[src/rtl/conv_sched_pkg.sv]
// Shared types and constants for the conv layer scheduler.
// Timeout support is enabled by defining CONV_SCHED_TIMEOUT_EN.
package conv_sched_pkg;

    typedef enum logic [1:0] {
        eIDLE   = 2'd0,
        eSTREAM = 2'd1,
        eWAIT   = 2'd2,
        eDONE   = 2'd3
    } state_e;

    function automatic int frame_words(input int height, input int width);
        return height * width;
    endfunction

endpackage

[src/rtl/conv_layer_scheduler_up_counter_enabled.sv]
// Saturation-free up counter with synchronous clear and enable.
// Width is sized so INPUT_MAX itself is representable.
module up_counter_enabled #(
    parameter int INPUT_MAX = 128
) (
    input  logic                           clk_i,
    input  logic                           reset_i,
    input  logic                           clear_i,
    input  logic                           en_i,
    output logic [$clog2(INPUT_MAX+1)-1:0] count_o
);

    localparam int W = $clog2(INPUT_MAX + 1);

    logic [W-1:0] count_q;
    logic [W-1:0] count_d;

    always_comb begin
        count_d = count_q;
        if (clear_i)
            count_d = '0;
        else if (en_i)
            count_d = count_q + W'(1);
    end

    always_ff @(posedge clk_i) begin
        if (reset_i)
            count_q <= '0;
        else
            count_q <= count_d;
    end

    assign count_o = count_q;

endmodule

[src/rtl/conv_layer_scheduler.sv]
// Frame sequencer for a bank of lockstep convolution kernels.
// Optional watchdog: define CONV_SCHED_TIMEOUT_EN.
module conv_layer_scheduler
    import conv_sched_pkg::*;
#(
    parameter int NUM_KERNELS        = 4,
    parameter int INPUT_LAYER_HEIGHT = 64,
    parameter int KERNEL_WIDTH       = 2,
    parameter int WORD_SIZE          = 16,
    parameter int TIMEOUT_CYCLES     = 1024
) (
    input  logic                        clk_i,
    input  logic                        reset_i,
    input  logic                        start_i,
    input  logic                        valid_i,
    output logic                        ready_o,
    input  logic signed [WORD_SIZE-1:0] data_i,
    output logic [NUM_KERNELS-1:0]      conv_start_o,
    output logic [NUM_KERNELS-1:0]      conv_valid_o,
    input  logic [NUM_KERNELS-1:0]      conv_ready_i,
    output logic signed [WORD_SIZE-1:0] conv_data_o,
    input  logic [NUM_KERNELS-1:0]      conv_valid_i,
    output logic [NUM_KERNELS-1:0]      conv_yumi_o,
    output logic                        valid_o,
    input  logic                        yumi_i,
    output logic                        busy_o,
    output logic                        error_o
);

    localparam int FRAME_WORDS =
        frame_words(INPUT_LAYER_HEIGHT, KERNEL_WIDTH);
    localparam int CW = $clog2(FRAME_WORDS + 1);

    state_e                 state_q;
    logic [NUM_KERNELS-1:0] mask_q;
    logic                   valid_q;
    logic                   busy_q;
    logic [CW-1:0]          count;

    logic                   all_ready;
    logic                   start_go;
    logic                   xfer;
    logic                   last_xfer;
    logic                   consume;
    logic [NUM_KERNELS-1:0] mask_all;
    logic                   frame_done;

`ifdef CONV_SCHED_TIMEOUT_EN
    localparam int WD_W = $clog2(TIMEOUT_CYCLES + 1);
    logic [WD_W-1:0] wd_q;
    logic            error_q;
`endif

    // Handshake strobes are gated by reset so a mid-frame reset
    // never leaks a start, valid or yumi pulse to the kernels.
    always_comb begin
        all_ready  = &conv_ready_i;
        start_go   = !reset_i && (state_q == eIDLE) && start_i;
        xfer       = !reset_i && (state_q == eSTREAM)
                     && valid_i && all_ready;
        last_xfer  = xfer && (count == CW'(FRAME_WORDS - 1));
        consume    = !reset_i && (state_q == eDONE) && yumi_i;
        mask_all   = mask_q | conv_valid_i;
        frame_done = &mask_all;
    end

    up_counter_enabled #(
        .INPUT_MAX(FRAME_WORDS)
    ) u_word_cnt (
        .clk_i  (clk_i),
        .reset_i(reset_i),
        .clear_i(start_go || consume),
        .en_i   (xfer),
        .count_o(count)
    );

    always_ff @(posedge clk_i) begin
        if (reset_i) begin
            state_q <= eIDLE;
            mask_q  <= '0;
            valid_q <= 1'b0;
            busy_q  <= 1'b0;
`ifdef CONV_SCHED_TIMEOUT_EN
            wd_q    <= '0;
            error_q <= 1'b0;
`endif
        end else begin
            unique case (state_q)
                eIDLE: begin
                    if (start_i) begin
                        state_q <= eSTREAM;
                        mask_q  <= '0;
                        busy_q  <= 1'b1;
                    end
                end
                eSTREAM: begin
                    mask_q <= mask_all;
`ifdef CONV_SCHED_TIMEOUT_EN
                    wd_q   <= '0;
`endif
                    if (last_xfer)
                        state_q <= eWAIT;
                end
                eWAIT: begin
                    mask_q <= mask_all;
                    if (frame_done) begin
                        state_q <= eDONE;
                        valid_q <= 1'b1;
                    end
`ifdef CONV_SCHED_TIMEOUT_EN
                    else if (wd_q == WD_W'(TIMEOUT_CYCLES - 1)) begin
                        state_q <= eDONE;
                        valid_q <= 1'b1;
                        error_q <= 1'b1;
                    end else begin
                        wd_q <= wd_q + WD_W'(1);
                    end
`endif
                end
                eDONE: begin
                    if (yumi_i) begin
                        state_q <= eIDLE;
                        mask_q  <= '0;
                        valid_q <= 1'b0;
                        busy_q  <= 1'b0;
                    end
                end
            endcase
        end
    end

    assign ready_o      = !reset_i && (state_q == eSTREAM) && all_ready;
    assign conv_start_o = {NUM_KERNELS{start_go}};
    assign conv_valid_o = {NUM_KERNELS{xfer}};
    assign conv_yumi_o  = {NUM_KERNELS{consume}};
    assign conv_data_o  = data_i;
    assign valid_o      = valid_q;
    assign busy_o       = busy_q;
`ifdef CONV_SCHED_TIMEOUT_EN
    assign error_o      = error_q;
`else
    assign error_o      = 1'b0;
`endif

endmodule

[config.mk]
export PLATFORM = sky130hd
export DESIGN_NAME = conv_layer_scheduler
export DESIGN_NICKNAME = d
export VERILOG_FILES = /design/src/rtl/conv_sched_pkg.sv /design/src/rtl/conv_layer_scheduler_up_counter_enabled.sv /design/src/rtl/conv_layer_scheduler.sv
export SDC_FILE = /design/constraint.sdc
export NUM_CORES = 1
export LEC_CHECK = 0
export CAP_MARGIN = 20
export CORE_ASPECT_RATIO = 1.25
export CORE_MARGIN = 2
export CORE_UTILIZATION = 40
export DETAILED_ROUTE_END_ITERATION = 6
export MAX_ROUTING_LAYER = met4
export PLACE_DENSITY_LB_ADDON = 0.25
export SLEW_MARGIN = 20
export SYNTH_ARGS = -nofsm -noshare
export SYNTH_HDL_FRONTEND = slang
export SYNTH_SLANG_ARGS = --single-unit
[constraint.sdc]
create_clock -name clk_i -period 4.2 [get_ports clk_i]
set_input_delay 0.84 -clock clk_i [delete_from_list [all_inputs] [get_ports clk_i]]
set_output_delay 0.84 -clock clk_i [all_outputs]
set_load 0.02 [all_outputs]
* Word-level counts from Yosys, hierarchy flattened
Index checks and enable logic that the tools add are counted. Widths: inputs -> output; s select.
Cells by class: add/sub/neg operators 1, eq/ne operators 8, multiplexer cells 13, bitwise logic cells 1, reductions and logical operators 22
Operators by type and width (number):
- $pmux 4 s3 | 1
- $reduce_and 4->1 | 3
- $logic_and 1x1->1 | 9
- $add 8x1->8 const B | 1
- $eq 8x7->1 const B | 1
- $mux 2 | 4
- $mux 4 | 2
- $ne 2x2->1 const B | 4
- $pmux 2 s4 | 1
- $reduce_and 3->1 | 2
- $eq 2x2->1 const B | 2
- $or 4x4->4 | 1
- $pmux 1 s2 | 2
- $reduce_bool 2->1 | 2
- $reduce_or 2->1 | 2
- $mux 1 | 3
- $eq 2x1->1 const B | 1
- $logic_not 2->1 | 1
- $reduce_and 2->1 | 1
- $logic_not 1->1 | 1
- $logic_or 1x1->1 | 1
Word-level totals: flip-flop bits (word level) 16, bits of input ports 29, output and inout bits 32, word-level logic and storage cells 50

* Depth between registers and ports, before layout
word-level depth 7, depth in mapped cells 6, mapped depth without buffers 6

* Modules after synthesis
From an unflattened synthesis, not the netlist that was laid out.
Unflattened totals: cell total of the unflattened synthesis 130, area total of the unflattened synthesis 1092.3 sq um
By module, submodules not included:
- conv_layer_scheduler | times used 1, cells an instance 92, area each 747.0 sq um, sequential area each 160.2 sq um
- up_counter_enabled | times used 1, cells an instance 38, area each 345.3 sq um, sequential area each 160.2 sq um

* Worst setup path before layout
No wires, ideal clock.
path type input -> output, start point in reset_i, end point out conv_valid_o[0], arrival time 1.546 ns, required time 3.360 ns, setup slack 1.814 ns, cell stages on the path 3, buffers on the path 1, cell sequence nand4b_4 -> nor2_1 -> buf_4
On the way: word-level cells in the longest chain between the ends 4
Ends and longest elaborated chain:
- start, declared | RTL line conv_layer_scheduler.sv:13 | input logic reset_i,
- $logic_not 1->1 | RTL line conv_layer_scheduler.sv:59 | xfer = !reset_i && (state_q == eSTREAM)
- $logic_and 1x1->1 | RTL line conv_layer_scheduler.sv:59
- $logic_and 1x1->1 (2 in a row) | RTL line conv_layer_scheduler.sv:60 | && valid_i && all_ready;
- end, declared | RTL line conv_layer_scheduler.sv:19 | output logic [NUM_KERNELS-1:0] conv_valid_o,
No other way between the ends.

* Worst setup path after layout
start point in reset_i, end point out conv_valid_o[3]
The elaborated chain is that of the path after synthesis.

==> out/metrics.csv <==
metric,value,unit
grt_setup_unrepaired,no,
global_route.overflow_total,0,
min_period_over_period,84.9,%
floorplan.io_pins,61,
floorplan.rows,20,
synthDominantAreaCellType,dfxtp_1,
die_height,61.8,um
clock_tree.buffer_depth,2,
transition_time_of_the_tightest_slew_check_pin,0.504,ns
synth_simple_gate_area_share,20.9,%
setup_ws,0.636,ns
place.port_buffers,27,
finClkSkew,0.00108,ns
cts_hold_buf,0,
die_w,50.2,um
routed-via-count,817,
cts_post_setup_buffers_inserted,0,
power.density_cell_area,415,nW/um2
critPathMaxFanout,11,
synth_area,1070,um2
max_cap_viol_count,0,
grt_usage,13.1,%
timing.hold.worst.class,reg -> reg,
slew_violations,0,
grt.busiest_layer,met2,
grt_pass1_wl,3.08,mm
post_route_cells_drive_above_1_share,4.55,%
use_met1,13.8,%
netlist_top_cells_count,"buf_4, nor2_1, dfxtp_1",
timing.setup.tns,0,ns
worst_slew_margin_rel,66.3,%
drt_iter0_markers,15,
r2r-end,state_q[0]$_SDFFE_PP0P_,
min_period,3.56,ns
synth-seq-cells,16,
antennaDiodeCount,0,
timing.reg2reg.setup_slack,2.38,ns
yosys-top-cells-area,"dfxtp_1, buf_4, ha_1, nor2_1, xnor2_1",
depth_of_the_worst_register_to_register_path,6,
synth_sequential_area_ratio,30.0,%
yosys.cell_count.top_type,buf_4,
cts-htree-levels,1,
wire_per_inst,11.1,um
yosys.area_share.xor_xnor,5.74,%
run_status,completed,
cell_leakage_power,0.439,nW
cts_sinks,16,
setup.worst_path.start,reset_i,
synthesis.instances,131,
grt_max_degree,12,
met3_usage,5.02,%
cp_data_arrival_time,2.72,ns
placed_area,1160,um2
finalSetupViolCount,0,
routed_wl,1.84,mm
tritoncts,done,
synthesis.area_per_instance,8.15,um2
first_global_vias,784,
synth_compound_area_share,10.6,%
critPathCaptureType,output pin,
max_freq,281,MHz
timing.setup.critical_path_class,in -> out,
vdd_ir_drop_max,193,uV
core-area,2480,um2
ys.flop_type,dfxtp_1,
clock_transition_at_the_registers_of_the_reported_paths,0.10,ns
syn_to_final_growth,11.8,%
clock-root-buffer,clkbuf_4,
synth_fp_nets,166,
detail-route-antenna-nets,0,
cts_buffers,3,
synth_edf_count,0,
post_cts_resized,0,
setup.worst_path.start_class,primary input,
ys.warnings.count,0,
cp_data_required_time,3.36,ns
synthAdderAreaFrac,7.03,%
layout.cell_area.non_filler,1190,um2
post_synth_mux_area_share,1.88,%
ys_async_sr_fraction,0,%
dieArea,3100,um2
initial_core_util,43.1,%
timing_hold_violations_final,0,
drt_pre_antenna_iters,4,
critical_path_capture_point,conv_valid_o[3],
synth_top_family_by_area,buffers and inverters,
gp_congestion,0.799,
groute.layer.met2.usage,23.7,%
pre_cts_ws,0.615,ns
min_path_cells,2,
synthDominantCellAreaShare,30.0,%
vias_per_cell,4.95,
crit_reg_reg_startpoint,state_q[0]$_SDFFE_PP0P_,
antenna_violations_before_repair,0,
final_net_count,168,
clkLatencyLatePin,0.29,ns
drcViolationCount,0,
yosys.cell_types.count,25,
dp_hpwl,1.49,mm
## cell families (layout without fill, tap and decap cells)
logic type,Yosys count,count (layout)
AOI/OAI and AO/OA,18,18
other,1,1
and+or+nand+nor,43,43
muxes,2,2
adders and majority gates,6,6
DFF,16,16
buffers and inverters,38,39
xor gates and xnor gates,7,7
## power by group
group          internal, W  switching, W
clock            0.0000528     0.0000509
sequential        0.000175     0.0000169
combinational    0.0000908      0.000109
total             0.000319      0.000177
## cell type report
cell class / instances / area [um2]
fill: 245 / 1280
multi-input combinational: 77 / 495
sequential: 16 / 320
timing repair buffer: 27 / 270
tap: 33 / 41.3
clock buffer: 4 / 36.3
inverter: 8 / 30.0
## critical path, stage by stage
cell             delay (ns)
clkdlybuf4s50_1        0.56
nand4b_4               0.30
nor2_1                 0.34
clkdlybuf4s50_1        0.68
## how the worst min path moves through the flow
| stage | from | to | slack, ns |
|---|---|---|---|
| 2_1_floorplan | mask_q[0]$_SDFFE_PP0P_ | mask_q[0]$_SDFFE_PP0P_ | 0.44 |
| 3_3_place_gp | mask_q[2]$_SDFFE_PP0P_ | mask_q[2]$_SDFFE_PP0P_ | 0.45 |
| 3_5_place_dp | mask_q[2]$_SDFFE_PP0P_ | mask_q[2]$_SDFFE_PP0P_ | 0.47 |
| 4_1_cts | mask_q[2]$_SDFFE_PP0P_ | mask_q[2]$_SDFFE_PP0P_ | 0.49 |
| 5_1_grt | mask_q[0]$_SDFFE_PP0P_ | mask_q[0]$_SDFFE_PP0P_ | 0.52 |
| 6_report | mask_q[2]$_SDFFE_PP0P_ | mask_q[2]$_SDFFE_PP0P_ | 0.48 |
## sequential cells by signal, indices dropped and copies added (netlist names)
name                cells
u_word_cnt.count_o      8
mask_q                  4
valid_o                 1
busy_o                  1
state_q                 2
## per-stage QoR
step                      total power, W  hold slack, ns  cells  util [%]
after global placement          0.000391           0.448    161      46.7
after floorplan                 0.000365           0.437    131         -
after detailed placement        0.000397           0.465    161      46.7
after CTS                       0.000503           0.489    165      48.2
final                           0.000495           0.480    165      48.2
after global routing            0.000534           0.525    165      48.2
## layer usage
layer | part of all wire [%] | up-vias | routed length, um
li1 | - | 408 | -
met1 | 43 | 377 | 783
met2 | 50 | 30 | 921
met3 | 6.4 | 2 | 117
met4 | 0.65 | 0 | 12
met5 | 0 | - | 0
## placed cells by master, fill, tap and decap left out, types with 4 or more instances in the layout
cell              n
nor2_1           17
dfxtp_1          16
nand2b_1          4
nand3_1           4
xnor2_1           7
nor4_1            5
a21oi_1           8
clkdlybuf4s50_1  27
ha_1              6
inv_1             8
nand2_1           6
No activity file was read; power rests on OpenSTA's default activity.
